**src/rtl/serial_transmit_if.sv**
```systemverilog
// Parallel byte handshake into the serial transmitter.
// A byte moves on a rising edge where data_valid and data_ready are both high; the master holds data_in until then.
interface serial_transmit_if;
  logic [7:0] data_in;
  logic       data_valid;
  logic       data_ready;

  modport master (
    output data_in,
    output data_valid,
    input  data_ready
  );

  modport slave (
    input  data_in,
    input  data_valid,
    output data_ready
  );
endinterface

```
**src/rtl/serial_transmit.sv**
```systemverilog
// Serial transmitter: start bit, 8 data bits MSB first, STOP_BITS stop bits.
// One-entry holding register plus shift register gives back-to-back frames with no idle gap.
module serial_transmit #(
  parameter int CLKS_PER_BIT = 16,
  parameter int STOP_BITS    = 1
) (
  input  logic               clk,
  input  logic               rst,
  serial_transmit_if.slave   up,
  output logic               txd,
  output logic               busy,
  output logic               frame_done,
  output logic [1:0]         state_o
);

  localparam int BW = (CLKS_PER_BIT > 1) ? $clog2(CLKS_PER_BIT) : 1;
  localparam logic [BW-1:0] BAUD_LAST = BW'(CLKS_PER_BIT - 1);
  localparam logic [2:0]    STOP_LAST = 3'(STOP_BITS - 1);

  typedef enum logic [1:0] {
    IDLE  = 2'd0,
    START = 2'd1,
    DATA  = 2'd2,
    STOP  = 2'd3
  } state_t;

  state_t        state_q, state_d;
  logic [BW-1:0] baud_q, baud_d;
  logic [2:0]    bit_q, bit_d;
  logic [7:0]    shift_q, shift_d;
  logic [7:0]    hold_q, hold_d;
  logic          hold_full_q, hold_full_d;
  logic          txd_q, txd_d;
  logic          done_q, done_d;
  logic          bit_end;
  logic          accept;

  assign up.data_ready = ~hold_full_q;
  assign txd           = txd_q;
  assign busy          = (state_q != IDLE);
  assign frame_done    = done_q;
  assign state_o       = state_q;

  always_ff @(posedge clk or posedge rst) begin
    if (rst) begin
      state_q     <= IDLE;
      baud_q      <= '0;
      bit_q       <= '0;
      shift_q     <= '0;
      hold_q      <= '0;
      hold_full_q <= 1'b0;
      txd_q       <= 1'b1;
      done_q      <= 1'b0;
    end else begin
      state_q     <= state_d;
      baud_q      <= baud_d;
      bit_q       <= bit_d;
      shift_q     <= shift_d;
      hold_q      <= hold_d;
      hold_full_q <= hold_full_d;
      txd_q       <= txd_d;
      done_q      <= done_d;
    end
  end

  always_comb begin
    state_d     = state_q;
    baud_d      = baud_q;
    bit_d       = bit_q;
    shift_d     = shift_q;
    hold_d      = hold_q;
    hold_full_d = hold_full_q;
    txd_d       = txd_q;
    done_d      = 1'b0;
    bit_end     = (baud_q == BAUD_LAST);
    accept      = up.data_valid & ~hold_full_q;

    // Accept and hold->shift transfer are mutually exclusive: one needs hold empty, the other hold full.
    if (accept) begin
      hold_d      = up.data_in;
      hold_full_d = 1'b1;
    end

    case (state_q)
      IDLE: begin
        baud_d = '0;
        bit_d  = '0;
        if (hold_full_q) begin
          shift_d     = hold_q;
          hold_full_d = 1'b0;
          state_d     = START;
          txd_d       = 1'b0;
        end
      end

      START: begin
        if (bit_end) begin
          baud_d  = '0;
          bit_d   = '0;
          state_d = DATA;
          txd_d   = shift_q[7];
        end else begin
          baud_d = baud_q + BW'(1);
        end
      end

      DATA: begin
        if (bit_end) begin
          baud_d = '0;
          if (bit_q == 3'd7) begin
            bit_d   = '0;
            state_d = STOP;
            txd_d   = 1'b1;
          end else begin
            shift_d = {shift_q[6:0], 1'b0};
            txd_d   = shift_q[6];
            bit_d   = bit_q + 3'd1;
          end
        end else begin
          baud_d = baud_q + BW'(1);
        end
      end

      STOP: begin
        // bit_cnt counts stop bits here so two stop bits need no wider counter.
        if (bit_end) begin
          baud_d = '0;
          if (bit_q == STOP_LAST) begin
            bit_d  = '0;
            done_d = 1'b1;
            if (hold_full_q) begin
              shift_d     = hold_q;
              hold_full_d = 1'b0;
              state_d     = START;
              txd_d       = 1'b0;
            end else begin
              state_d = IDLE;
              txd_d   = 1'b1;
            end
          end else begin
            bit_d = bit_q + 3'd1;
          end
        end else begin
          baud_d = baud_q + BW'(1);
        end
      end

      default: begin
        state_d = IDLE;
        txd_d   = 1'b1;
      end
    endcase
  end

endmodule

```
**src/flat_wrapper.sv**
```systemverilog
// flat-port wrapper written by rule: the top's interface ports become plain ports
module serial_transmit_flat 
#(
  parameter int CLKS_PER_BIT = 16,
  parameter int STOP_BITS    = 1
)
  (clk, rst, txd, busy, frame_done, state_o, up_data_in, up_data_valid, up_data_ready);
  serial_transmit_if up_i ();
  input  logic clk;
  input  logic rst;
  output logic txd;
  output logic busy;
  output logic frame_done;
  output logic [1:0] state_o;
  input wire logic [$bits(up_i.data_in)-1:0] up_data_in;
  input wire logic [$bits(up_i.data_valid)-1:0] up_data_valid;
  output wire logic [$bits(up_i.data_ready)-1:0] up_data_ready;
  assign up_i.data_in = up_data_in;
  assign up_i.data_valid = up_data_valid;
  assign up_data_ready = up_i.data_ready;
  serial_transmit #(.CLKS_PER_BIT(CLKS_PER_BIT), .STOP_BITS(STOP_BITS)) u_core (.clk(clk), .rst(rst), .up(up_i), .txd(txd), .busy(busy), .frame_done(frame_done), .state_o(state_o));
endmodule
```
**config.mk**
```make
export PLATFORM = sky130hd
export DESIGN_NAME = serial_transmit_flat
export DESIGN_NICKNAME = d
export VERILOG_FILES = /design/src/rtl/serial_transmit_if.sv /design/src/rtl/serial_transmit.sv /design/src/flat_wrapper.sv
export SDC_FILE = /design/constraint.sdc
export NUM_CORES = 1
export LEC_CHECK = 0
export ABC_AREA = 1
export BUFFER_PORTS_ARGS = -buffer_cell sky130_fd_sc_hd__buf_4
export CORE_ASPECT_RATIO = 0.9
export CORE_UTILIZATION = 45
export CTS_CLUSTER_SIZE = 24
export DETAILED_ROUTE_END_ITERATION = 10
export HOLD_SLACK_MARGIN = 0.03
export MAX_ROUTING_LAYER = met4
export PLACE_DENSITY = 0.65
export SLEW_MARGIN = 30
export SYNTH_ARGS = -nofsm -noshare
export SYNTH_HDL_FRONTEND = slang
export SYNTH_SLANG_ARGS = --single-unit
```
**constraint.sdc**
```tcl
create_clock -name clk -period 1.65 [get_ports clk]
set_clock_uncertainty 0.1 [all_clocks]
set_input_delay 0 -clock clk [delete_from_list [all_inputs] [get_ports clk]]
set_output_delay 0 -clock clk [all_outputs]
set_load 0.01 [all_outputs]
```
==> results_tabular.tex, run 1 <==
\begin{tabular}{lr}
\hline
Metric & Value \\
\hline
\multicolumn{2}{l}{\textbf{Logic synthesis}} \\
\quad Number of distinct library cells after synthesis & 24 \\
\quad Cell area after synthesis & 1490 um2 \\
\quad Number of storage elements in the synthesis netlist & 28 \\
\quad Top area cells in the synthesized netlist & sky130\_fd\_sc\_hd\_\_dfrtp\_1, sky130\_fd\_sc\_hd\_\_nand2\_1, sky130\_fd\_sc\_hd\_\_ha\_1, sky130\_fd\_sc\_hd\_\_nand3\_1, sky130\_fd\_sc\_hd\_\_inv\_1 \\
\quad Net count of the mapped netlist & between 150 and 200 \\
\quad Post-synthesis cell count & 179 \\
\quad Mean Syn Cell Area & 8.30 um2 \\
\quad Yosys top cell area share & 45.5\% \\
\quad Ys Warns & 0 \\
\quad Library cell with the largest summed area after synthesis & sky130\_fd\_sc\_hd\_\_dfrtp\_1 \\
\quad Sequential-to-total area share from yosys stat & 47.3\% \\
\multicolumn{2}{l}{\textbf{Setup path}} \\
\quad Max Fanout on Critical Path & 8 \\
\quad Required arrival time at the worst endpoint & 1800 ps \\
\quad Slack of the worst reg-to-reg path & around 48 ps \\
\quad Setup crit start & u\_core.bit\_q[1] \\
\quad Type of element capturing the critical path & register \\
\quad Critical Path Source Type & register \\
\quad Logic depth of the worst path, buffers included & 8 \\
\quad Worst path max stage delay & 420 ps \\
\quad Arrival time of the worst setup path & 1750 ps \\
\quad Capture instance of the worst register-to-register path & u\_core.shift\_q[0] \\
\quad Number of cells on the worst reg-to-reg path & 8 \\
\quad WS Path Type & register to register \\
\quad Source of the worst register-to-register timing path & u\_core.bit\_q[1] \\
\quad CP delay by family, top & flip-flops \\
\quad Series of cell instances along the critical path & ha\_2, ha\_4, inv\_2, nand2\_4, o21ai\_4, nand2\_4, nand2\_1, nand2\_1 \\
\quad Crit-path slowest cell & sky130\_fd\_sc\_hd\_\_dfrtp\_1 \\
\quad Timing endpoint of the critical path & u\_core.shift\_q[0] \\
\quad Worst path bufs/invs & 1 \\
\multicolumn{2}{l}{\textbf{Layout}} \\
\quad Count of inserted antenna diode cells & 0 \\
\quad Area taken by multi-input logic gates & 738 um2 \\
\quad Final core occ & a little over three fifths \\
\quad Net count of the finished layout & 236 \\
\quad Share of post-route cells with drive strength above 1 & a little over a quarter \\
\quad Sequential standard cell area & $\sim$700 um2 \\
\quad Count of fill cells added during filler insertion & around 260 \\
\quad Post-route cell area & 1940 um2 \\
\quad Area growth, synth to finish & 30.7\% \\
\multicolumn{2}{l}{\textbf{Global routing}} \\
\quad Wire length of the first global-routing pass & 5000 um \\
\quad Vias in the first global route & 1189 \\
\quad Grt ovf & 0 \\
\quad Initial antenna violation count & 0 \\
\quad Most congested layer reported by global routing & met2 \\
\quad Pin count of the biggest net entering global routing & 29 \\
\quad Global routing met2 resource utilization & 29.5\% \\
\quad Met3 usage & 1.83\% \\
\quad Met1 routing resource usage after global routing & a little under a quarter \\
\quad Global Route Usage Sum & 18.0\% \\
\multicolumn{2}{l}{\textbf{Detailed routing}} \\
\quad Total via count in the routed design & 1238 \\
\quad Average wire per cell in the routed design & 11.7 um \\
\quad Initial detailed-routing violation count & 24 \\
\quad DRC Markers & 0 \\
\quad Number of search-and-repair iterations in the first detailed-routing pass & 4 \\
\quad Vias per inst & $\sim$4.8 \\
\quad Antenna Nets Post-Route & 0 \\
\quad Routed wire length & 3000 um \\
\multicolumn{2}{l}{\textbf{Clock tree}} \\
\quad Clock tree root driver cell & sky130\_fd\_sc\_hd\_\_clkbuf\_4 \\
\quad Clock sinks & 28 \\
\quad Clock slew seen by the registers of the worst setup and hold paths & around 160 ps \\
\quad Max Root-Sink Buffers & 2 \\
\quad CTS tree & done \\
\quad Number of buffers added by the clock tree synthesis step & 3 \\
\quad Total number of H-tree levels & 1 \\
\quad Worst skew pair latency & 340 ps \\
\multicolumn{2}{l}{\textbf{Timing}} \\
\quad Tightest slew margin relative to the limit & 75.3\% \\
\quad Final setup violation count & 0 \\
\quad Tightest hold margin & 161 ps \\
\quad Max frequency & between 600 and 700 MHz \\
\quad Ratio of final minimum period to clock period & 97.1\% \\
\quad Worst Tran Pin Value & 370 ps \\
\quad Final max-slew violation count & 0 \\
\quad Unrepaired setup endpoints after global routing & true \\
\quad Shortest period the worst path allows & roughly 1600 ps \\
\quad Number of hold violations in the final report & 0 \\
\quad Total negative slack for setup checks & 0 ps \\
\multicolumn{2}{l}{\textbf{Status}} \\
\quad Status & completed \\
\multicolumn{2}{l}{\textbf{Place}} \\
\quad HPWL after detailed placement & about 2000 um \\
\quad \# port buffers & 16 \\
\quad Cell area after placement & 1670 um2 \\
\quad GP Congestion & 0.876 \\
\multicolumn{2}{l}{\textbf{Floorplan}} \\
\quad Number of ports placed on the die boundary & 17 \\
\quad Die footprint & 3530 um2 \\
\quad Core Region & 3090 um2 \\
\quad Die height & 56.5 um \\
\quad Placement Rows & 19 \\
\quad Starting utilization of the core area & 48.1\% \\
\quad Die width & about 63 um \\
\multicolumn{2}{l}{\textbf{Power}} \\
\quad Areal power density over the cells & 1880 nW/um2 \\
\quad Pleak & 0.984 nW \\
\quad Largest vdd supply drop & just over 1000 uV \\
\multicolumn{2}{l}{\textbf{Job}} \\
\quad Max cap viols & 0 \\
\multicolumn{2}{l}{\textbf{Worst hold path}} \\
\quad Min-Delay Path Class & input port to async pin \\
\hline
\end{tabular}
[worst register-to-register path, delay by kind of cell (launching register included)]
family | cells | cell delay, ps
AOI/OAI and AO/OA | 1 | 240
buffers and inverters | 1 | 60
and+or+nand+nor | 4 | 330
DFF | 1 | 420
adders and majority gates | 2 | 370
[synthesized netlist by cell type]
cell type and count:
sky130_fd_sc_hd__buf_4 1, sky130_fd_sc_hd__nand2_1 46, sky130_fd_sc_hd__o21ai_0 11, sky130_fd_sc_hd__nor3_1 1, sky130_fd_sc_hd__clkinv_1 1, sky130_fd_sc_hd__xor2_1 1
sky130_fd_sc_hd__buf_2 2, sky130_fd_sc_hd__nand2_2 1, sky130_fd_sc_hd__inv_1 20, sky130_fd_sc_hd__dfrtp_1 27, sky130_fd_sc_hd__inv_2 1, sky130_fd_sc_hd__nand3_1 18
sky130_fd_sc_hd__nor2_1 18, sky130_fd_sc_hd__buf_6 1, sky130_fd_sc_hd__o211ai_1 2, sky130_fd_sc_hd__o21bai_1 2, sky130_fd_sc_hd__o21ai_4 1, sky130_fd_sc_hd__a21oi_1 10
sky130_fd_sc_hd__dfstp_2 1, sky130_fd_sc_hd__ha_1 9, sky130_fd_sc_hd__nand3_4 1, sky130_fd_sc_hd__nand2_4 2, sky130_fd_sc_hd__mux2_2 1, sky130_fd_sc_hd__inv_4 1
[sequential cells by signal (all words and copies together), names as in the netlist]
register / count
u_core.hold_q: 8
u_core.baud_q: 4
u_core.bit_q: 3
u_core.hold_full_q: 1
u_core.frame_done: 1
u_core.state_o: 2
u_core.shift_q: 8
u_core.txd: 1
[what timing repair did]
action,CTS,global route
endpoints found under the hold margin,37,0
setup buffers,0,5
pin swaps,1,4
setup endpoints to repair,5,14
hold buffers,10,0
resized for setup,1,24
[cells in the final DEF, fill, tap and decap left out, drive strengths merged]
| cell | n |
|---|---|
| a21oi | 10 |
| buf | 26 |
| bufinv | 1 |
| clkbuf | 3 |
| clkinv | 1 |
| dfrtp | 27 |
| dfstp | 1 |
| dlygate4sd3 | 10 |
| ha | 9 |
| inv | 22 |
| mux2 | 1 |
| nand2 | 49 |
| nand3 | 19 |
| nor2 | 18 |
| nor3 | 1 |
| o211ai | 2 |
| o21ai | 12 |
| o21bai | 2 |
| xor2 | 1 |
[layout make-up]
type,instances,share of cell area (%)
multi-input cells,124,38.0
flip-flops and latches,28,36.2
repair buffers,36,15.8
inverters,23,4.57
well taps,42,2.71
clock inverters,1,1.55
clock buffers,3,1.16
[worst min path at each step]
stage / start / to / slack (ps)
after global placement: rst / u_core.baud_q[0] / -9
after global routing: rst / u_core.hold_q[2] / 200
final: rst / u_core.baud_q[0] / 160
after detailed placement: rst / u_core.baud_q[0] / -0.9
after floorplan: rst / u_core.baud_q[0] / -40
after CTS: rst / u_core.hold_full_q / 180
[layer usage]
metal / part of all wire, % / routed length, um
met4: 1.0 / 31
met5: 0 / 0
met2: 47 / 1400
met3: 2.9 / 86
met1: 50 / 1490
[power by group]
part	internal (mW)	total, mW	leakage (nW)	switching [mW]
logic	0.852	1.99	0.617	1.14
clock network	0.246	0.463	0.0279	0.218
registers	0.998	1.20	0.339	0.205
total	2.10	3.66	0.984	1.56
[through the flow]
stage	cells	worst slack [ps]	power (mW)
after global placement	238	47.6	2.82
after floorplan	179	37.2	2.43
after global routing	257	-36.2	3.96
final	257	47.9	3.66
after detailed placement	238	11.2	2.87
after CTS	252	8.54	3.35
[cell families (layout without fill, tap and decap cells)]
kind of cell,Yosys count,count (layout),share of synthesized area [%]
adder cells (fa/ha/maj),9,9,7.58
AND/OR/NAND/NOR,87,87,25.7
multiplexers,1,1,0.758
XOR/XNOR,1,1,0.590
flip-flops,28,28,47.3
buffers and inverters,27,63,7.92
AO/OA/AOI/OAI,26,26,10.2
No activity file was read; power rests on OpenSTA's default activity.
==> inputs of run 2 (changes only) <==
--- a/config.mk
+++ b/config.mk
@@ -8,12 +8,11 @@
 export ABC_AREA = 1
 export BUFFER_PORTS_ARGS = -buffer_cell sky130_fd_sc_hd__buf_4
 export CORE_ASPECT_RATIO = 0.9
-export CORE_UTILIZATION = 45
+export CORE_UTILIZATION = 40
 export CTS_CLUSTER_SIZE = 24
 export DETAILED_ROUTE_END_ITERATION = 10
-export HOLD_SLACK_MARGIN = 0.03
 export MAX_ROUTING_LAYER = met4
-export PLACE_DENSITY = 0.65
+export PLACE_DENSITY = 0.58
 export SLEW_MARGIN = 30
 export SYNTH_ARGS = -nofsm -noshare
 export SYNTH_HDL_FRONTEND = slang
==> results_tabular.tex, run 2 (synthesized netlist as in run 1, its figures left out) <==
\begin{tabular}{lr}
\hline
Metric & Value \\
\hline
\multicolumn{2}{l}{\textbf{Status}} \\
\quad Status & completed \\
\multicolumn{2}{l}{\textbf{Timing}} \\
\quad Max frequency & 637 MHz \\
\quad Shortest period the worst path allows & 1570 ps \\
\quad Worst Tran Pin Value & between 300 and 400 ps \\
\quad Final max-slew violation count & 0 \\
\quad Final setup violation count & 0 \\
\quad Ratio of final minimum period to clock period & a little over nine tenths \\
\quad Unrepaired setup endpoints after global routing & false \\
\quad Number of hold violations in the final report & 0 \\
\quad Tightest hold margin & 230 ps \\
\quad Tightest slew margin relative to the limit & 76.7\% \\
\multicolumn{2}{l}{\textbf{Setup path}} \\
\quad Worst path bufs/invs & 1 \\
\quad Critical Path Source Type & register \\
\quad Type of element capturing the critical path & register \\
\quad Max Fanout on Critical Path & 8 \\
\quad Number of cells on the worst reg-to-reg path & 8 \\
\quad Source of the worst register-to-register timing path & u\_core.bit\_q[0] \\
\quad Setup crit start & u\_core.bit\_q[0] \\
\quad Timing endpoint of the critical path & u\_core.shift\_q[3] \\
\quad Crit-path slowest cell & sky130\_fd\_sc\_hd\_\_dfrtp\_1 \\
\quad CP delay by family, top & flip-flops \\
\quad Series of cell instances along the critical path & ha\_2, ha\_2, inv\_2, nand2\_2, o21ai\_4, nand2\_4, nand2\_1, nand2\_1 \\
\quad Required arrival time at the worst endpoint & $\sim$1700 ps \\
\quad Slack of the worst reg-to-reg path & 80 ps \\
\quad Arrival time of the worst setup path & roughly 1700 ps \\
\quad Logic depth of the worst path, buffers included & 8 \\
\quad Worst path max stage delay & $\sim$400 ps \\
\quad WS Path Type & register to register \\
\quad Capture instance of the worst register-to-register path & u\_core.shift\_q[3] \\
\multicolumn{2}{l}{\textbf{Clock tree}} \\
\quad Clock slew seen by the registers of the worst setup and hold paths & about 100 ps \\
\quad Total number of H-tree levels & 1 \\
\quad Clock tree root driver cell & sky130\_fd\_sc\_hd\_\_clkbuf\_8 \\
\quad CTS tree & done \\
\quad Max Root-Sink Buffers & 2 \\
\quad Number of buffers added by the clock tree synthesis step & 3 \\
\quad Clock sinks & 28 \\
\quad Worst skew pair latency & 280 ps \\
\multicolumn{2}{l}{\textbf{Layout}} \\
\quad Post-route cell area & around 1900 um2 \\
\quad Top library cells by usage in the layout, fill and taps aside & sky130\_fd\_sc\_hd\_\_nand2\_1, sky130\_fd\_sc\_hd\_\_dfrtp\_1, sky130\_fd\_sc\_hd\_\_buf\_4, sky130\_fd\_sc\_hd\_\_nor2\_1 \\
\quad Net count of the finished layout & around 230 \\
\quad Share of post-route cells with drive strength above 1 & 24.2\% \\
\quad Count of inserted antenna diode cells & 0 \\
\quad Area growth, synth to finish & 26.9\% \\
\quad Top flop regs & u\_core.hold\_q (8), u\_core.shift\_q (8), u\_core.baud\_q (4) \\
\quad Leading cell type in the layout, fill and taps excluded & sky130\_fd\_sc\_hd\_\_nand2\_1 \\
\multicolumn{2}{l}{\textbf{Power}} \\
\quad Pleak & 0.961 nW \\
\quad Final Total Pwr & 3.53 mW \\
\quad Largest vdd supply drop & $\sim$960 uV \\
\quad Areal power density over the cells & 1870 nW/um2 \\
\multicolumn{2}{l}{\textbf{Global routing}} \\
\quad Vias in the first global route & 1157 \\
\quad Wire length of the first global-routing pass & approximately 5200 um \\
\quad Grt ovf & 0 \\
\quad Initial antenna violation count & 0 \\
\quad Global Route Usage Sum & 18.1\% \\
\quad Pin count of the biggest net entering global routing & 29 \\
\multicolumn{2}{l}{\textbf{Detailed routing}} \\
\quad Vias per inst & just under 5 \\
\quad Total via count in the routed design & 1234 \\
\quad Average wire per cell in the routed design & approximately 12 um \\
\quad Routed wire length & approximately 3100 um \\
\quad Antenna Nets Post-Route & 0 \\
\quad DRC Markers & 0 \\
\quad Number of search-and-repair iterations in the first detailed-routing pass & 4 \\
\quad Initial detailed-routing violation count & just under 60 \\
\multicolumn{2}{l}{\textbf{Worst hold path}} \\
\quad Min-Delay Path Class & input port to async pin \\
\multicolumn{2}{l}{\textbf{Place}} \\
\quad Cell area after placement & 1670 um2 \\
\quad HPWL after detailed placement & 2170 um \\
\quad GP Congestion & about 0.84 \\
\quad \# port buffers & 16 \\
\multicolumn{2}{l}{\textbf{Floorplan}} \\
\quad Die height & 59.8 um \\
\quad Placement Rows & 20 \\
\quad Die width & 66.2 um \\
\quad Die footprint & slightly below 4000 um2 \\
\quad Core Region & 3450 um2 \\
\quad Starting utilization of the core area & 43.0\% \\
\quad Number of ports placed on the die boundary & 17 \\
\multicolumn{2}{l}{\textbf{Job}} \\
\quad Max cap viols & 0 \\
\hline
\end{tabular}
run 2: changes by cell type in the layout (fill, tap and decap cells not counted), sizes merged:
cell    change
buf         -4
clkbuf      +1
bufinv      -1
run 2: power breakdown:
| group | total (mW) | switching (mW) | internal [mW] |
|---|---|---|---|
| Sequential | 1.20 | 0.197 | 1.00 |
| Combinational | 1.90 | 1.12 | 0.778 |
| Clock | 0.436 | 0.222 | 0.214 |
| Total | 3.53 | 1.54 | 1.99 |
run 2: how the worst min path moves through the flow:
stage / startpoint / endpoint / depth (start not counted)
3_5_place_dp: rst / u_core.baud_q[1] / 3
5_1_grt: rst / u_core.hold_full_q / 4
4_1_cts: rst / u_core.baud_q[1] / 4
2_1_floorplan: rst / u_core.baud_q[0] / 1
3_3_place_gp: rst / u_core.baud_q[0] / 3
6_report: rst / u_core.hold_q[2] / 4
run 2: cell type report:
type                       count  area [um2]
fill                         311        1570
multi-input combinational    124         709
sequential                    28         703
timing repair buffer          32         273
inverter                      23        88.8
clock buffer                   4        55.1
tap                           44        55.1
run 2: metal layers:
metal	track usage [%]	part of all wire (%)
met5	-	0
met3	2.67	3.6
met4	7.29	1.3
met2	27.7	45
met1	24.3	50
run 2: timing repair:
| action | CTS | global route |
|---|---|---|
| hold buffers | 10 | 0 |
| resized for setup | 1 | 17 |
| buffers inserted | 1 | 0 |
| pin swaps | 1 | 1 |
| endpoints found under the setup margin | 7 | 13 |
| endpoints found under the hold margin | 37 | 0 |
run 2: metrics by stage:
step	setup slack (ps)	setup TNS, ps	std cells	util (%)
after detailed placement	-2.32	-3.05	240	48.3
after floorplan	37.2	0	179	-
final	80.3	0	255	54.6
after global placement	21.7	0	240	48.3
after CTS	3.69	0	255	53.1
after global routing	3.69	0	255	54.6
run 2: tightest hold or removal path, stage by stage:
cell and delay (ps):
sky130_fd_sc_hd__dlygate4sd3_1 530, sky130_fd_sc_hd__buf_4 130, sky130_fd_sc_hd__inv_1 40, sky130_fd_sc_hd__buf_4 320
==> inputs of run 3 (changes only) <==
==> constraint.sdc (replaced) <==
create_clock -name clk -period 1.65 [get_ports clk]
set_clock_uncertainty 0.1 [all_clocks]
set_input_delay 0.2475 -clock clk [delete_from_list [all_inputs] [get_ports clk]]
set_output_delay 0.2475 -clock clk [all_outputs]
set_load 0.01 [all_outputs]
==> results_tabular.tex, run 3 (synthesized netlist as in run 1, its figures left out) <==
\begin{tabular}{lr}
\hline
Metric & Value \\
\hline
\multicolumn{2}{l}{\textbf{Floorplan}} \\
\quad Starting utilization of the core area & 43.0\% \\
\quad Die height & 59.8 um \\
\quad Number of ports placed on the die boundary & 17 \\
\quad Die width & between 60 and 70 um \\
\quad Placement Rows & 20 \\
\quad Die footprint & 3960 um2 \\
\quad Core Region & 3450 um2 \\
\multicolumn{2}{l}{\textbf{Clock tree}} \\
\quad Total number of H-tree levels & 1 \\
\quad Number of buffers added by the clock tree synthesis step & 3 \\
\quad Max Root-Sink Buffers & 2 \\
\quad Worst skew pair latency & 280 ps \\
\quad Clock sinks & 28 \\
\quad CTS tree & done \\
\quad Clock slew seen by the registers of the worst setup and hold paths & 100 ps \\
\quad Clock tree root driver cell & sky130\_fd\_sc\_hd\_\_clkbuf\_8 \\
\multicolumn{2}{l}{\textbf{Timing}} \\
\quad Tightest slew margin relative to the limit & 68.0\% \\
\quad Number of hold violations in the final report & 0 \\
\quad Tightest hold margin & about 100 ps \\
\quad Max frequency & 634 MHz \\
\quad Ratio of final minimum period to clock period & 95.7\% \\
\quad Shortest period the worst path allows & between 1500 and 2000 ps \\
\quad Unrepaired setup endpoints after global routing & true \\
\quad Final max-slew violation count & 0 \\
\quad Final setup slack of the worst path & around 70 ps \\
\quad Worst Tran Pin Value & about 480 ps \\
\quad Final setup violation count & 0 \\
\multicolumn{2}{l}{\textbf{Status}} \\
\quad Status & completed \\
\multicolumn{2}{l}{\textbf{Power}} \\
\quad Final Total Pwr & 3.45 mW \\
\quad Largest vdd supply drop & 698 uV \\
\quad Areal power density over the cells & approximately 1900 nW/um2 \\
\quad Pleak & between 0.9 and 1 nW \\
\multicolumn{2}{l}{\textbf{Setup path}} \\
\quad Type of element capturing the critical path & register \\
\quad Critical Path Source Type & register \\
\quad Arrival time of the worst setup path & roughly 1700 ps \\
\quad Required arrival time at the worst endpoint & about 1700 ps \\
\quad WS Path Type & register to register \\
\quad Max Fanout on Critical Path & 8 \\
\multicolumn{2}{l}{\textbf{Detailed routing}} \\
\quad Average wire per cell in the routed design & 11.8 um \\
\quad Total via count in the routed design & $\sim$1200 \\
\quad Number of search-and-repair iterations in the first detailed-routing pass & 4 \\
\quad Antenna Nets Post-Route & 0 \\
\quad DRC Markers & 0 \\
\quad Vias per inst & 4.83 \\
\quad Routed wire length & 2910 um \\
\quad Initial detailed-routing violation count & 39 \\
\multicolumn{2}{l}{\textbf{Global routing}} \\
\quad Grt ovf & 0 \\
\quad Pin count of the biggest net entering global routing & 19 \\
\quad Global Route Usage Sum & 17.1\% \\
\quad Initial antenna violation count & 0 \\
\quad Wire length of the first global-routing pass & about 5000 um \\
\quad Vias in the first global route & 1113 \\
\multicolumn{2}{l}{\textbf{Place}} \\
\quad HPWL after detailed placement & 2170 um \\
\quad GP Congestion & 0.842 \\
\quad \# port buffers & 16 \\
\quad Cell area after placement & roughly 1700 um2 \\
\quad Worst setup slack after placement & -3.49 ps \\
\multicolumn{2}{l}{\textbf{Layout}} \\
\quad Top flop regs & u\_core.hold\_q (8), u\_core.shift\_q (8), u\_core.baud\_q (4) \\
\quad Share of post-route cells with drive strength above 1 & between 20\% and 30\% \\
\quad Count of fill cells added during filler insertion & about 320 \\
\quad Net count of the finished layout & 224 \\
\quad Count of inserted antenna diode cells & 0 \\
\quad Sequential standard cell area & 703 um2 \\
\quad Final core occ & 52.2\% \\
\quad Post-route cell area & 1800 um2 \\
\quad Area taken by multi-input logic gates & 701 um2 \\
\quad Area growth, synth to finish & 21.3\% \\
\quad Leading cell type in the layout, fill and taps excluded & sky130\_fd\_sc\_hd\_\_nand2\_1 \\
\quad Top library cells by usage in the layout, fill and taps aside & sky130\_fd\_sc\_hd\_\_nand2\_1, sky130\_fd\_sc\_hd\_\_dfrtp\_1, sky130\_fd\_sc\_hd\_\_buf\_4, sky130\_fd\_sc\_hd\_\_nor2\_1 \\
\multicolumn{2}{l}{\textbf{Worst hold path}} \\
\quad Min-Delay Path Class & input port to register \\
\multicolumn{2}{l}{\textbf{Job}} \\
\quad Max cap viols & 0 \\
\hline
\end{tabular}
run 3: per-layer routing:
layer / global-route usage, % / vias to the layer above / share of wire (%)
met2: 25.2 / 22 / 44
met1: 24.2 / 551 / 52
met5: - / - / 0
met4: 4.56 / 0 / 0.52
met3: 3.05 / 2 / 3.3
li1: - / 618 / -
run 3: report_power, final:
group | switching, mW | internal, mW
Combinational | 1.08 | 0.745
Sequential | 0.191 | 1.00
Clock | 0.215 | 0.214
Total | 1.49 | 1.96
run 3: through the flow:
step / TNS (ps) / std cells
floorplan: 0 / 179
global placement: 0 / 240
detailed placement: -3.49 / 240
CTS: 0 / 246
global route: -49.0 / 247
finish: 0 / 247
run 3: path summary, 6_finish.rpt:
kind                                  start                end  slack [ps]  depth (start not counted)
setup reg to reg            u_core.bit_q[1]  u_core.shift_q[2]          70                          8
setup / recovery            u_core.bit_q[1]  u_core.shift_q[2]          70                          8
hold reg to reg            u_core.baud_q[0]   u_core.baud_q[0]         370                          1
max in group asynchronous               rst  u_core.shift_q[5]         560                          4
min in group asynchronous               rst   u_core.baud_q[1]         430                          3
hold / removal                up_data_in[4]   u_core.hold_q[4]         100                          2
run 3: what timing repair did:
action	in CTS	in global routing
pin swaps	1	5
buffers inserted	1	1
endpoints found under the setup margin	7	12
gates cloned	0	0
gates resized for setup	3	12
hold buffers	1	0
endpoints found under the hold margin	9	0
run 3: critical path, stage by stage, from the launching register on:
cell	delay, ps
sky130_fd_sc_hd__dfrtp_1	410
sky130_fd_sc_hd__ha_2	210
sky130_fd_sc_hd__ha_2	180
sky130_fd_sc_hd__inv_2	50
sky130_fd_sc_hd__nand2_2	60
sky130_fd_sc_hd__o21ai_4	220
sky130_fd_sc_hd__nand2_4	120
sky130_fd_sc_hd__nand2_1	80
sky130_fd_sc_hd__nand2_1	50
run 3: layout make-up:
class / instances / area share, %
repair buffers: 24 / 11.0
clock buffers: 4 / 3.06
flip-flops and latches: 28 / 39.0
well taps: 44 / 3.06
inverters: 23 / 4.93
multi-input cells: 124 / 38.9
